[src/rtl/pipe_pkg.sv]
// Shared widths, EX/MEM field offsets and helpers for pipe_stage_reg.
// Optional skid buffer enabled by defining PIPE_STAGE_SKID_EN.
package pipe_pkg;

    localparam int DEF_DATA_W  = 101;
    localparam int DEF_CTRL_W  = 5;
    localparam int STALL_CNT_W = 16;

    // EX/MEM data packing: {ALUout, PC+4, WriteData, WriteAddress}
    localparam int WADDR_W    = 5;
    localparam int WORD_W     = 32;
    localparam int WADDR_LSB  = 0;
    localparam int WDATA_LSB  = WADDR_LSB + WADDR_W;
    localparam int PC4_LSB    = WDATA_LSB + WORD_W;
    localparam int ALUOUT_LSB = PC4_LSB + WORD_W;

    // EX/MEM control packing: {RegWrite, MemRead, MemWrite, MemtoReg[1:0]}
    localparam int CTRL_MEMTOREG_LSB = 0;
    localparam int CTRL_MEMWRITE     = 2;
    localparam int CTRL_MEMREAD      = 3;
    localparam int CTRL_REGWRITE     = 4;

    typedef logic [DEF_DATA_W-1:0] ex_mem_data_t;
    typedef logic [DEF_CTRL_W-1:0] ex_mem_ctrl_t;

    function automatic ex_mem_data_t pack_ex_mem(
        input logic [WORD_W-1:0]  alu_out,
        input logic [WORD_W-1:0]  pc4,
        input logic [WORD_W-1:0]  wdata,
        input logic [WADDR_W-1:0] waddr
    );
        return {alu_out, pc4, wdata, waddr};
    endfunction

endpackage

[src/rtl/pipe_slot.sv]
// One pipeline slot: valid flag plus control and data registers.
// Ports: clear (flush to empty/zero), load, drop (empty, data held); ctrl reads BUBBLE_CTRL when empty.
module pipe_slot
    import pipe_pkg::*;
#(
    parameter int                DATA_W      = DEF_DATA_W,
    parameter int                CTRL_W      = DEF_CTRL_W,
    parameter logic [CTRL_W-1:0] BUBBLE_CTRL = '0
) (
    input  logic              clk,
    input  logic              reset,
    input  logic              clear,
    input  logic              load,
    input  logic              drop,
    input  logic [CTRL_W-1:0] ld_ctrl,
    input  logic [DATA_W-1:0] ld_data,
    output logic              valid,
    output logic [CTRL_W-1:0] ctrl,
    output logic [DATA_W-1:0] data
);

    logic [CTRL_W-1:0] ctrl_q;

    always_ff @(posedge clk or posedge reset) begin
        if (reset) begin
            valid  <= 1'b0;
            ctrl_q <= BUBBLE_CTRL;
            data   <= '0;
        end else begin
            priority case (1'b1)
                clear: begin
                    valid  <= 1'b0;
                    ctrl_q <= BUBBLE_CTRL;
                    data   <= '0;
                end
                load: begin
                    valid  <= 1'b1;
                    ctrl_q <= ld_ctrl;
                    data   <= ld_data;
                end
                drop: begin
                    valid <= 1'b0;
                end
                default: begin
                end
            endcase
        end
    end

    assign ctrl = valid ? ctrl_q : BUBBLE_CTRL;

endmodule

[src/rtl/pipe_stage_reg.sv]
// Generic pipeline stage register with valid/ready handshake, flush and stall counter.
// Ports: in_* upstream, out_* downstream, flush, stall_cnt. Macro PIPE_STAGE_SKID_EN adds a skid slot.
module pipe_stage_reg
    import pipe_pkg::*;
#(
    parameter int                DATA_W      = DEF_DATA_W,
    parameter int                CTRL_W      = DEF_CTRL_W,
    parameter logic [CTRL_W-1:0] BUBBLE_CTRL = '0
) (
    input  logic                   clk,
    input  logic                   reset,
    input  logic                   flush,
    input  logic                   in_valid,
    output logic                   in_ready,
    input  logic [CTRL_W-1:0]      in_ctrl,
    input  logic [DATA_W-1:0]      in_data,
    output logic                   out_valid,
    input  logic                   out_ready,
    output logic [CTRL_W-1:0]      out_ctrl,
    output logic [DATA_W-1:0]      out_data,
    output logic [STALL_CNT_W-1:0] stall_cnt
);

    logic              acc;
    logic              emit;
    logic              m_valid;
    logic              m_load;
    logic              m_drop;
    logic [CTRL_W-1:0] m_ctrl;
    logic [DATA_W-1:0] m_data;
    logic [CTRL_W-1:0] m_ld_ctrl;
    logic [DATA_W-1:0] m_ld_data;

    assign acc  = in_valid && in_ready;
    assign emit = m_valid && out_ready;

`ifdef PIPE_STAGE_SKID_EN
    logic              s_valid;
    logic              s_load;
    logic              s_drop;
    logic [CTRL_W-1:0] s_ctrl;
    logic [DATA_W-1:0] s_data;

    // in_ready comes straight from the skid flag register, so nothing
    // combinational from out_ready reaches it. Accepts only happen with
    // the skid empty.
    assign in_ready = !s_valid;

    always_comb begin
        m_load    = 1'b0;
        m_drop    = 1'b0;
        s_load    = 1'b0;
        s_drop    = 1'b0;
        m_ld_ctrl = in_ctrl;
        m_ld_data = in_data;
        priority case (1'b1)
            s_valid && emit: begin
                m_load    = 1'b1;
                m_ld_ctrl = s_ctrl;
                m_ld_data = s_data;
                s_drop    = 1'b1;
            end
            acc && (!m_valid || emit): begin
                m_load = 1'b1;
            end
            acc: begin
                s_load = 1'b1;
            end
            emit: begin
                m_drop = 1'b1;
            end
            default: begin
            end
        endcase
    end

    pipe_slot #(
        .DATA_W      (DATA_W),
        .CTRL_W      (CTRL_W),
        .BUBBLE_CTRL (BUBBLE_CTRL)
    ) u_skid (
        .clk     (clk),
        .reset   (reset),
        .clear   (flush),
        .load    (s_load),
        .drop    (s_drop),
        .ld_ctrl (in_ctrl),
        .ld_data (in_data),
        .valid   (s_valid),
        .ctrl    (s_ctrl),
        .data    (s_data)
    );
`else
    assign in_ready  = !m_valid || out_ready;
    assign m_load    = acc;
    assign m_drop    = emit && !acc;
    assign m_ld_ctrl = in_ctrl;
    assign m_ld_data = in_data;
`endif

    pipe_slot #(
        .DATA_W      (DATA_W),
        .CTRL_W      (CTRL_W),
        .BUBBLE_CTRL (BUBBLE_CTRL)
    ) u_main (
        .clk     (clk),
        .reset   (reset),
        .clear   (flush),
        .load    (m_load),
        .drop    (m_drop),
        .ld_ctrl (m_ld_ctrl),
        .ld_data (m_ld_data),
        .valid   (m_valid),
        .ctrl    (m_ctrl),
        .data    (m_data)
    );

    assign out_valid = m_valid;
    assign out_ctrl  = m_ctrl;
    assign out_data  = m_data;

    // Counts the flush cycle too; saturates, cleared only by reset.
    always_ff @(posedge clk or posedge reset) begin
        if (reset) begin
            stall_cnt <= '0;
        end else if (out_valid && !out_ready && (stall_cnt != '1)) begin
            stall_cnt <= stall_cnt + 1'b1;
        end
    end

endmodule

[config.mk]
export PLATFORM = sky130hd
export DESIGN_NAME = pipe_stage_reg
export DESIGN_NICKNAME = d
export VERILOG_FILES = /design/src/rtl/pipe_pkg.sv /design/src/rtl/pipe_slot.sv /design/src/rtl/pipe_stage_reg.sv
export SDC_FILE = /design/constraint.sdc
export NUM_CORES = 1
export LEC_CHECK = 0
export CELL_PAD_IN_SITES_DETAIL_PLACEMENT = 1
export CELL_PAD_IN_SITES_GLOBAL_PLACEMENT = 1
export CORE_MARGIN = 4
export CORE_UTILIZATION = 25
export CTS_CLUSTER_DIAMETER = 120
export DETAILED_ROUTE_END_ITERATION = 10
export DONT_BUFFER_PORTS = 1
export PLACE_DENSITY = 0.46
export SLEW_MARGIN = 0
export SYNTH_ARGS = -nofsm -noshare
export SYNTH_HDL_FRONTEND = slang
export SYNTH_SLANG_ARGS = --single-unit
[constraint.sdc]
create_clock -name clk -period 10.1 [get_ports clk]
set_input_delay 3.03 -clock clk [delete_from_list [all_inputs] [get_ports clk]]
set_output_delay 3.03 -clock clk [all_outputs]
set_load 0.05 [all_outputs]
-- Word level (Yosys, flattened, before mapping)
Cells that the tools add are included.
- multipliers: 0
- bitwise logic cells: 0
- div/mod/pow operators: 0
- shift-type cells: 0
- add/subtract/negate cells: 1
- magnitude comparators: 0
- multiplexer cells: 8
- reduce and logical (&&, ||, !) cells: 11
- eq/ne operators: 1
- operators with widths (kind ; count):
    101-bit 2-to-1 mux ; 2
    16-bit by 1-bit adder with 16-bit output (second input constant) ; 1
    16-bit inequality test (second input constant) ; 1
    5-bit 2-to-1 mux ; 3
    1-bit logical AND ; 5
    1-bit logical NOT ; 3
    1-bit 2-to-1 mux ; 3
    3-bit nonzero test ; 1
    2-bit nonzero test ; 1
    1-bit logical OR ; 1
- bits in writable memories: 0
- output and inout port bits: 124
- latch bits: 0
- register bits after elaboration: 123
- memories: 0
- ROM bits: 0

-- Depth between registers and ports, before layout
Gate-level depths: netlist (run 1).
- word-level depth: 8
- depth in mapped cells: 7

-- Modules after synthesis
From an unflattened synthesis (run 1), not the netlist that was laid out.
- cell total of the unflattened synthesis: 429
- area, all modules: 5192.5 µm²
- modules (own cells, without submodules) (module ; area an instance (µm²) ; instances ; seq. area each (µm²) ; cells an instance):
    pipe_slot ; 4346.7 ; 1 ; 2677.6 ; 352
    pipe_stage_reg ; 845.8 ; 1 ; 400.4 ; 77

-- Least setup slack after synthesis (run 1)
Ideal clock, no wire load.
- kind: in2out
- start: input out_ready
- end: output in_ready
- setup slack: 3.715 ns
- stages on the path: 2
- data arrival time: 3.355 ns
- path buffers: 1
- cells stage by stage: nand2b_1 buf_6
- cells in the longest elaborated chain, start to end: 1
- RTL lines (what ; line ; RTL):
    start, declared ; pipe_stage_reg.sv:18 ; input logic out_ready,
    1-bit logical OR ; pipe_stage_reg.sv:94 ; assign in_ready = !m_valid || out_ready;
    end, declared ; pipe_stage_reg.sv:14 ; output logic in_ready,
Every way passes these cells.

-- Worst setup path after layout (run 1)
Same ends and word-level chain as after synthesis.

==> results of run 1 <==
==> cells in the mapped netlist <==
cell	count	area share [%]
nand4_1	6	0.81
buf_2	17	1.8
nor2_2	1	0.13
xnor2_1	7	1.3
a21oi_4	1	0.35
nand3_1	7	0.76
nor2_1	1	0.081
nor3_2	3	0.65
nand2_1	6	0.49
a21oi_1	1	0.11
dfrtp_1	123	66
and4_1	2	0.38
buf_6	2	0.49
and4_4	2	0.49
inv_1	2	0.16
a22o_1	106	20
nor4_2	1	0.27
mux2_2	2	0.49
a41oi_1	1	0.19
xor2_1	4	0.76
xnor2_2	1	0.35
nand2b_1	2	0.27
ha_1	1	0.27
a31oi_1	1	0.13
buf_4	5	0.81
nor2b_1	1	0.13
and2_1	5	0.67
or3_4	2	0.49
o21a_1	1	0.16
nor3_1	1	0.11
and3_1	1	0.13
a41oi_2	1	0.35
==> layer usage <==
| metal | up-vias | share of wire (%) | routed length, um |
|---|---|---|---|
| met5 | - | 0.19 | 23 |
| met4 | 4 | 1.3 | 163 |
| met3 | 12 | 9.7 | 1210 |
| met2 | 131 | 50 | 6210 |
| met1 | 1498 | 39 | 4770 |
| li1 | 1206 | - | - |
==> final cells by class <==
| cell class | count | share of cell area [%] |
|---|---|---|
| well taps | 229 | 5.29 |
| clock inverters | 8 | 2.63 |
| flip-flops and latches | 123 | 56.8 |
| multi-input cells | 168 | 26.1 |
| clock buffers | 22 | 8.57 |
| inverters | 2 | 0.185 |
| repair buffers | 3 | 0.416 |
==> how the worst min path moves through the flow <==
| stage | to |
|---|---|
| floorplan | u_main.ctrl_q[0]$_DFFE_PP0P_ |
| global placement | u_main.ctrl_q[2]$_DFFE_PP0P_ |
| detailed placement | u_main.ctrl_q[2]$_DFFE_PP0P_ |
| CTS | u_main.ctrl_q[2]$_DFFE_PP0P_ |
| global route | u_main.ctrl_q[2]$_DFFE_PP0P_ |
| finish | u_main.ctrl_q[2]$_DFFE_PP0P_ |
==> where the power goes <==
group / switching [mW] / internal [mW] / total (mW)
registers: 0.161 / 0.526 / 0.687
logic: 0.0424 / 0.0311 / 0.0735
clock network: 0.207 / 0.422 / 0.629
total: 0.411 / 0.979 / 1.39
==> flip-flops by register name (all words and copies together) (netlist names) <==
name / count
u_main.ctrl_q: 5
stall_cnt: 16
u_main.valid: 1
u_main.data: 101
==> stage by stage <==
stage | hold WS (ps) | instance area (um^2) | power (mW)
CTS | 505 | 5420 | 1.42
detailed placement | 488 | 4810 | 0.773
global route | 524 | 5420 | 1.45
floorplan | 465 | 4640 | 0.748
global placement | 488 | 4810 | 0.770
finish | 502 | 5420 | 1.39
==> cells by family after synthesis <==
family	synth area share, %
adder cells (fa/ha/maj)	0.270
buffers and inverters	3.29
XOR/XNOR	2.43
flip-flops	66.4
multiplexers	0.486
AND/OR/NAND/NOR	5.85
AO/OA/AOI/OAI	21.3
==> impl_metrics.json, run 1 <==
{
  "status": "complete, no violations",
  "gp_congestion": 0.693,
  "multi_input_area_mm2": 0.00141,
  "clock_latency_ps": 400,
  "first_iter_violations": 137,
  "crit_required_ps": 7070,
  "cp-startpoint": "out_ready",
  "seq_area_frac_synth_pct": 66.4,
  "grt_pass1_vias": 3121,
  "rsz0062_at_grt": "no",
  "grt_use_met3_pct": 5.69,
  "n_antenna_cell": 0,
  "crit_path_top_delay_cell": "nand2b_1",
  "worstSetupPathType": "in -> out",
  "rrSetupSlack_ps": 6420,
  "worst-path-buf-inv": 0,
  "htreeDepth": 4,
  "avgViaCountPerCell": 5.14,
  "arrival_ps": 3790,
  "cts.sinks": 123,
  "portBuffers": 0,
  "setup_tns_ps": 0,
  "finalHoldViolations": 0,
  "final_core_util_pct": 29.9,
  "p_leak_nw": 2.51,
  "reg2reg_from": "u_main.valid$_DFFE_PP0P_",
  "synth_area_mm2": 0.00464,
  "cp-start-kind": "primary input",
  "cts_buffers": 17,
  "syn_nets": 429,
  "setup_viol_count_final": 0,
  "chipHeight_um": 144,
  "finClkSkew_ps": 4.81,
  "min_period_ps": 6820,
  "worstSetupEndpoint": "in_ready",
  "start_util_pct": 25.6,
  "timing.rr.end": "u_main.data[41]$_DFFE_PP0P_",
  "dp.cells": 525,
  "slew_headroom_pct": 20.6,
  "synth_cells": 317,
  "finalNetCount": 427,
  "area_growth_pct": 16.8,
  "ir_drop_mv": 0.0987,
  "met2_usage_pct": 18.8,
  "drc": 0,
  "worstPathCellList": "nand2b_1",
  "grt_util_all_layers_pct": 11.5,
  "dpl.hpwl_mm": 8.55,
  "grt-ovfl-total": 0,
  "slowest_delay_ps": 760,
  "cts_resized": 0,
  "vias": 2851,
  "die-area_mm2": 0.0208,
  "pre_cts_ws_ps": 3270,
  "layout_common_cells": "dfrtp_1, a22o_1, clkbuf_16, nand3_1, xnor2_1",
  "stdcell_count": 555,
  "mostFrequentLayoutCell": "dfrtp_1",
  "path_delay_family": "simple AND/OR/NAND/NOR gates",
  "fillCellCount": 1895,
  "ant_nets": 0,
  "netlist-cell-type-count": 32,
  "cp_max_fo": 10,
  "hp-start": "u_main.ctrl_q[2]$_DFFE_PP0P_",
  "fp-row-count": 49,
  "syn_avg_cell_area_um2": 14.6,
  "drive_gt1_share_pct": 13.8,
  "wl_per_cell_um": 22.3,
  "seq_area_mm2": 0.00308,
  "clkTransAtPathRegs_ps": 50,
  "post_cts_buffers": 0,
  "ys_seq_elements": 123,
  "endpoint_kind": "output pin",
  "core_mm2": 0.0181,
  "hp-class": "reg -> reg",
  "worst_pin_slew_ps": 1190,
  "use_met1_pct": 13.0,
  "top_usage_layer": "met2",
  "fmax_ghz": 0.147,
  "cts_hold_buffers": 0,
  "drt_pass1_iterations": 6,
  "cts_buffer_depth": 2,
  "r2r_cells": 4,
  "maxCapViolations": 0,
  "grt_max_degree": 72,
  "cts_tree": "done",
  "holdPathStages": 1,
  "ys_warn_count": 0,
  "fin_crit_sh_pct": 67.6,
  "die_w_um": 144,
  "ioPinCount": 235,
  "setup_ws_ps": 3280,
  "grt_pass1_wl_mm": 18.2,
  "crit_cells": 1,
  "antenna_found_initial": 2,
  "cellPowerDensity_mw_per_mm2": 257,
  "drv_slew": 0,
  "wirelength_mm": 12.4,
  "clock-root-buffer": "clkbuf_16"
}
(Power assumes the default switching activity.)
==> run 2: changes to the inputs <==
PLACE_DENSITY = 0.48   (was 0.46)
clock period = 5.6 ns   (was 10.1 ns; I/O delays follow)
==> run 2 against run 1 <==
Net effect: critical path depth did not move; largest power group unchanged; design area rose by 0.76%; hold slack got worse by 8.2 ps; die area is the same; worst setup slack lost 1800 ps; final cell count rose by 0.54%; global-route usage is essentially flat; sequential power grew 80%; via count decreased by 0.63%; combinational power rose by 84%; non-clock buffer count grew 1; critical endpoint unchanged.
==> impl_metrics.json, run 2 (synthesis results as in run 1) <==
{
  "fillCellCount": 1886,
  "ioPinCount": 235,
  "dpl.hpwl_mm": 8.47,
  "start_util_pct": 25.6,
  "cts_tree": "done",
  "grt-ovfl-total": 0,
  "finalHoldViolations": 0,
  "pre_cts_ws_ps": 1450,
  "slowest_delay_ps": 780,
  "layout_common_cells": "dfrtp_1, a22o_1, clkbuf_16, nand3_1, xnor2_1",
  "ant_nets": 0,
  "vias": 2833,
  "drv_slew": 0,
  "totalPowerFinal_mw": 2.53,
  "crit_required_ps": 3920,
  "grt_pass1_wl_mm": 18.1,
  "dp.cells": 526,
  "hold-worst-slack_ps": 494,
  "hp-class": "reg -> reg",
  "first_iter_violations": 101,
  "p_switching_uw": 781,
  "status": "complete, no violations",
  "power_frac_comb_pct": 5.4,
  "crit_path_top_delay_cell": "nand2b_1",
  "cts_hold_buffers": 0,
  "chipHeight_um": 144,
  "cellPowerDensity_mw_per_mm2": 464,
  "worst-path-buf-inv": 0,
  "final_core_util_pct": 30.2,
  "arrival_ps": 2460,
  "rsz0062_at_grt": "no",
  "worst_pin_slew_ps": 1100,
  "post_cts_buffers": 0,
  "clock-root-buffer": "clkbuf_16",
  "swShare_pct": 30.9,
  "setup_viol_count_final": 0,
  "grt_pass1_vias": 3107,
  "finClkSkew_ps": 6.27,
  "clock_latency_ps": 400,
  "die-area_mm2": 0.0208,
  "setup_tns_ps": 0,
  "internal_power_mw": 1.75,
  "avgViaCountPerCell": 5.08,
  "worstPathCellList": "nand2b_1",
  "core_mm2": 0.0181,
  "htreeDepth": 4,
  "ir_drop_mv": 0.186,
  "n_antenna_cell": 0,
  "portBuffers": 0,
  "finalNetCount": 428,
  "p_leak_nw": 2.53,
  "mostFrequentLayoutCell": "dfrtp_1",
  "cts.sinks": 123,
  "cts_buffer_depth": 2,
  "maxCapViolations": 0,
  "largestRegisters": "u_main.data x101, stall_cnt x16, u_main.ctrl_q x5",
  "grt_util_all_layers_pct": 11.5,
  "cts_buffers": 17,
  "fp-row-count": 49,
  "setup_ws_ps": 1460,
  "wl_per_cell_um": 22.1,
  "drt_pass1_iterations": 4,
  "largest_reg_flops": 101,
  "fmax_ghz": 0.242,
  "min_period_ps": 4140,
  "postLayoutCellArea_mm2": 0.00546,
  "top_register": "u_main.data",
  "cp_max_fo": 10,
  "pwr-share-seq_pct": 49.0,
  "drc": 0,
  "endpoint_kind": "output pin",
  "slew_headroom_pct": 26.6,
  "gp_congestion": 0.694,
  "grt_max_degree": 107,
  "path_delay_family": "simple AND/OR/NAND/NOR gates",
  "fin_crit_sh_pct": 73.9,
  "cts_resized": 0,
  "wirelength_mm": 12.3,
  "area_growth_pct": 17.7,
  "worstSetupPathType": "in -> out",
  "cp-start-kind": "primary input",
  "stdcell_count": 558,
  "die_w_um": 144,
  "clkPwrFrac_pct": 45.6,
  "place_area_mm2": 0.00483,
  "antenna_found_initial": 0,
  "clkTransAtPathRegs_ps": 50,
  "drive_gt1_share_pct": 15.2
}
-- run 2: cell types whose count changed in the layout (fill, tap and decap cells not counted) --
cell	previous run	this run
inv_6	0	3
clkinv_2	3	0
clkinvlp_4	1	2
buf_12	0	1
bufinv_16	4	3
clkinv_4	0	3
clkbuf_8	2	3
clkbuf_1	3	1
-- run 2: routing by layer --
metal  track usage, %  part of all wire, %  up-vias
met2             18.1                   50      150
met3             5.26                  9.5       17
met5                0                    0        -
met1             13.3                   39     1454
li1                 -                    -     1212
met4             5.40                  2.4        0
-- run 2: worst paths after layout --
path                                                 to  cells past startpoint                         start  slack (ps)
min in group asynchronous   u_main.data[49]$_DFFE_PP0P_                      1                         reset        1250
max                                            in_ready                      1                     out_ready        1460
max in group asynchronous   u_main.data[45]$_DFFE_PP0P_                      2                         reset        3500
min                        u_main.ctrl_q[0]$_DFFE_PP0P_                      1  u_main.ctrl_q[0]$_DFFE_PP0P_         490
max reg2reg                 u_main.data[52]$_DFFE_PP0P_                      5      u_main.valid$_DFFE_PP0P_        2580
min reg2reg                u_main.ctrl_q[0]$_DFFE_PP0P_                      1  u_main.ctrl_q[0]$_DFFE_PP0P_         490
-- run 2: cell type report --
cell class | instances | area [um^2] | share of cell area (%)
Timing Repair Buffer | 4 | 42.5 | 0.779
Sequential cell | 123 | 3080 | 56.4
Clock buffer | 21 | 470 | 8.62
Multi-Input combinational cell | 168 | 1410 | 25.9
Clock inverter | 11 | 158 | 2.89
Inverter | 2 | 10.0 | 0.183
Tap cell | 229 | 287 | 5.25
-- run 2: power groups by stage --
| stage | combinational [mW] | sequential (mW) | clock (mW) |
|---|---|---|---|
| 2_1_floorplan | 0.117 | 1.23 | 0 |
| 3_3_place_gp | 0.134 | 1.26 | 0 |
| 3_5_place_dp | 0.141 | 1.26 | 0 |
| 4_1_cts | 0.139 | 1.24 | 1.19 |
| 5_1_grt | 0.154 | 1.25 | 1.23 |
| 6_report | 0.135 | 1.24 | 1.15 |
-- run 2: worst reg2reg max path, stage by stage, from the launching register on --
cell and delay (ps):
dfrtp_1 610, nand2b_1 860, nand2_1 210, nor2_4 120, buf_4 840, a22o_1 300
==> run 3: changes to the inputs <==
PLACE_DENSITY = 0.46   (was 0.48)
clock period = 3.9 ns   (was 5.6 ns; I/O delays follow)
==> run 3 against run 2 <==
Net effect: clock power up 43%; worst setup slack worse by 650 ps; count of clock-buffer cells in the layout down 2; flip-flop and latch count unchanged.
==> impl_metrics.json, run 3 (synthesis results as in run 1) <==
{
  "hold-worst-slack_ps": 495,
  "gp_congestion": 0.689,
  "worst-path-buf-inv": 1,
  "drc": 0,
  "timing.rr.end": "u_main.data[39]$_DFFE_PP0P_",
  "clkTransAtPathRegs_ps": 50,
  "cts.sinks": 123,
  "layout_common_cells": "dfrtp_1, a22o_1, clkbuf_16, nand3_1, xnor2_1",
  "grt_util_all_layers_pct": 11.5,
  "ioPinCount": 235,
  "pwr-share-seq_pct": 49.1,
  "start_util_pct": 25.6,
  "n_antenna_cell": 0,
  "finalNetCount": 432,
  "grt_pass1_wl_mm": 18.1,
  "vias": 2865,
  "clock_latency_ps": 410,
  "mostFrequentLayoutCell": "dfrtp_1",
  "grt_pass1_vias": 3179,
  "die-area_mm2": 0.0208,
  "ant_nets": 0,
  "first_iter_violations": 77,
  "largestRegisters": "u_main.data x101, stall_cnt x16, u_main.ctrl_q x5",
  "fmax_ghz": 0.323,
  "area_growth_pct": 18.5,
  "core_mm2": 0.0181,
  "worst_pin_slew_ps": 958,
  "rrSetupSlack_ps": 1760,
  "maxCapViolations": 0,
  "crit_path_top_delay_cell": "nand2b_1",
  "endpoint_kind": "output pin",
  "finalHoldViolations": 0,
  "setup_viol_count_final": 0,
  "drive_gt1_share_pct": 16.5,
  "slowest_delay_ps": 450,
  "slew_headroom_pct": 36.0,
  "avgViaCountPerCell": 5.10,
  "power_frac_comb_pct": 5.6,
  "p_leak_nw": 2.53,
  "setup_tns_ps": 0,
  "cts_hold_buffers": 0,
  "r2r_cells": 6,
  "ir_drop_mv": 0.276,
  "p_switching_mw": 1.12,
  "holdPathStages": 1,
  "cts_buffers": 17,
  "hp-class": "reg -> reg",
  "finClkSkew_ps": 6.47,
  "post_cts_buffers": 0,
  "cp-start-kind": "primary input",
  "drt_pass1_iterations": 4,
  "internal_power_mw": 2.49,
  "top_register": "u_main.data",
  "wl_per_cell_um": 22.1,
  "cp_max_fo": 10,
  "swShare_pct": 31.1,
  "largest_reg_flops": 101,
  "worstSetupPathType": "in -> out",
  "hp-start": "u_main.ctrl_q[3]$_DFFE_PP0P_",
  "chipHeight_um": 144,
  "grt-ovfl-total": 0,
  "wirelength_mm": 12.4,
  "cellPowerDensity_mw_per_mm2": 658,
  "grt_max_degree": 69,
  "cts_resized": 0,
  "die_w_um": 144,
  "antenna_found_initial": 0,
  "min_to": "u_main.ctrl_q[3]$_DFFE_PP0P_",
  "status": "complete, no violations",
  "arrival_ps": 1920,
  "portBuffers": 0,
  "rsz0062_at_grt": "no",
  "fp-row-count": 49,
  "fin_crit_sh_pct": 79.3,
  "path_delay_family": "simple AND/OR/NAND/NOR gates",
  "clkPwrFrac_pct": 45.3,
  "cts_tree": "done",
  "dpl.hpwl_mm": 8.69,
  "worstPathCellList": "nand2b_1, buf_4",
  "clock-root-buffer": "clkbuf_16",
  "reg2reg_from": "u_main.valid$_DFFE_PP0P_",
  "min_period_ps": 3090,
  "cts_buffer_depth": 2,
  "drv_slew": 0,
  "crit_required_ps": 2730,
  "htreeDepth": 4
}
run 3: cell types whose count changed in the layout (fill, tap and decap cells not counted), sizes merged:
cell	before	now
buf	4	8
clkinvlp	2	6
inv	5	2
clkbuf	21	19
clkinv	3	4
run 3: worst max-delay path by stage:
stage	cells after the start	end	start	slack, ps
after global routing	2	in_ready	out_ready	770
after global placement	2	in_ready	out_ready	820
after floorplan	1	stall_cnt[0]$_DFFE_PP0P_	reset	1220
final	2	in_ready	out_ready	810
after CTS	2	in_ready	out_ready	800
after detailed placement	2	in_ready	out_ready	800
run 3: metal layers:
| layer | vias up | GRT usage, % | routed length (um) |
|---|---|---|---|
| met5 | - | 0 | 0 |
| met4 | 0 | 4.42 | 169 |
| met3 | 13 | 5.62 | 1270 |
| met2 | 144 | 19.1 | 6340 |
| met1 | 1488 | 12.8 | 4620 |
| li1 | 1220 | - | - |
run 3: through the flow:
step	power, mW	std cells	setup WS [ps]	utilization [%]	cell area (um^2)
floorplan	1.94	317	1220	-	4640
global placement	2.00	530	819	26.9	4870
detailed placement	2.01	530	801	26.9	4870
CTS	3.68	562	801	30.4	5490
global route	3.77	562	770	30.4	5490
finish	3.62	562	807	30.4	5490
run 3: power by group through the flow:
stage / logic, mW / clock network [mW] / registers [mW]
2_1_floorplan: 0.168 / 0 / 1.77
4_1_cts: 0.208 / 1.70 / 1.78
3_3_place_gp: 0.200 / 0 / 1.80
5_1_grt: 0.226 / 1.75 / 1.79
6_report: 0.201 / 1.64 / 1.78
3_5_place_dp: 0.208 / 0 / 1.80
run 3: layout make-up:
type | count | area (um^2)
multi-input combinational | 168 | 1410
sequential | 123 | 3080
clock buffer | 19 | 453
clock inverter | 13 | 168
timing repair buffer | 8 | 85.1
fill | 1895 | 12600
tap | 229 | 287
inverter | 2 | 11.3
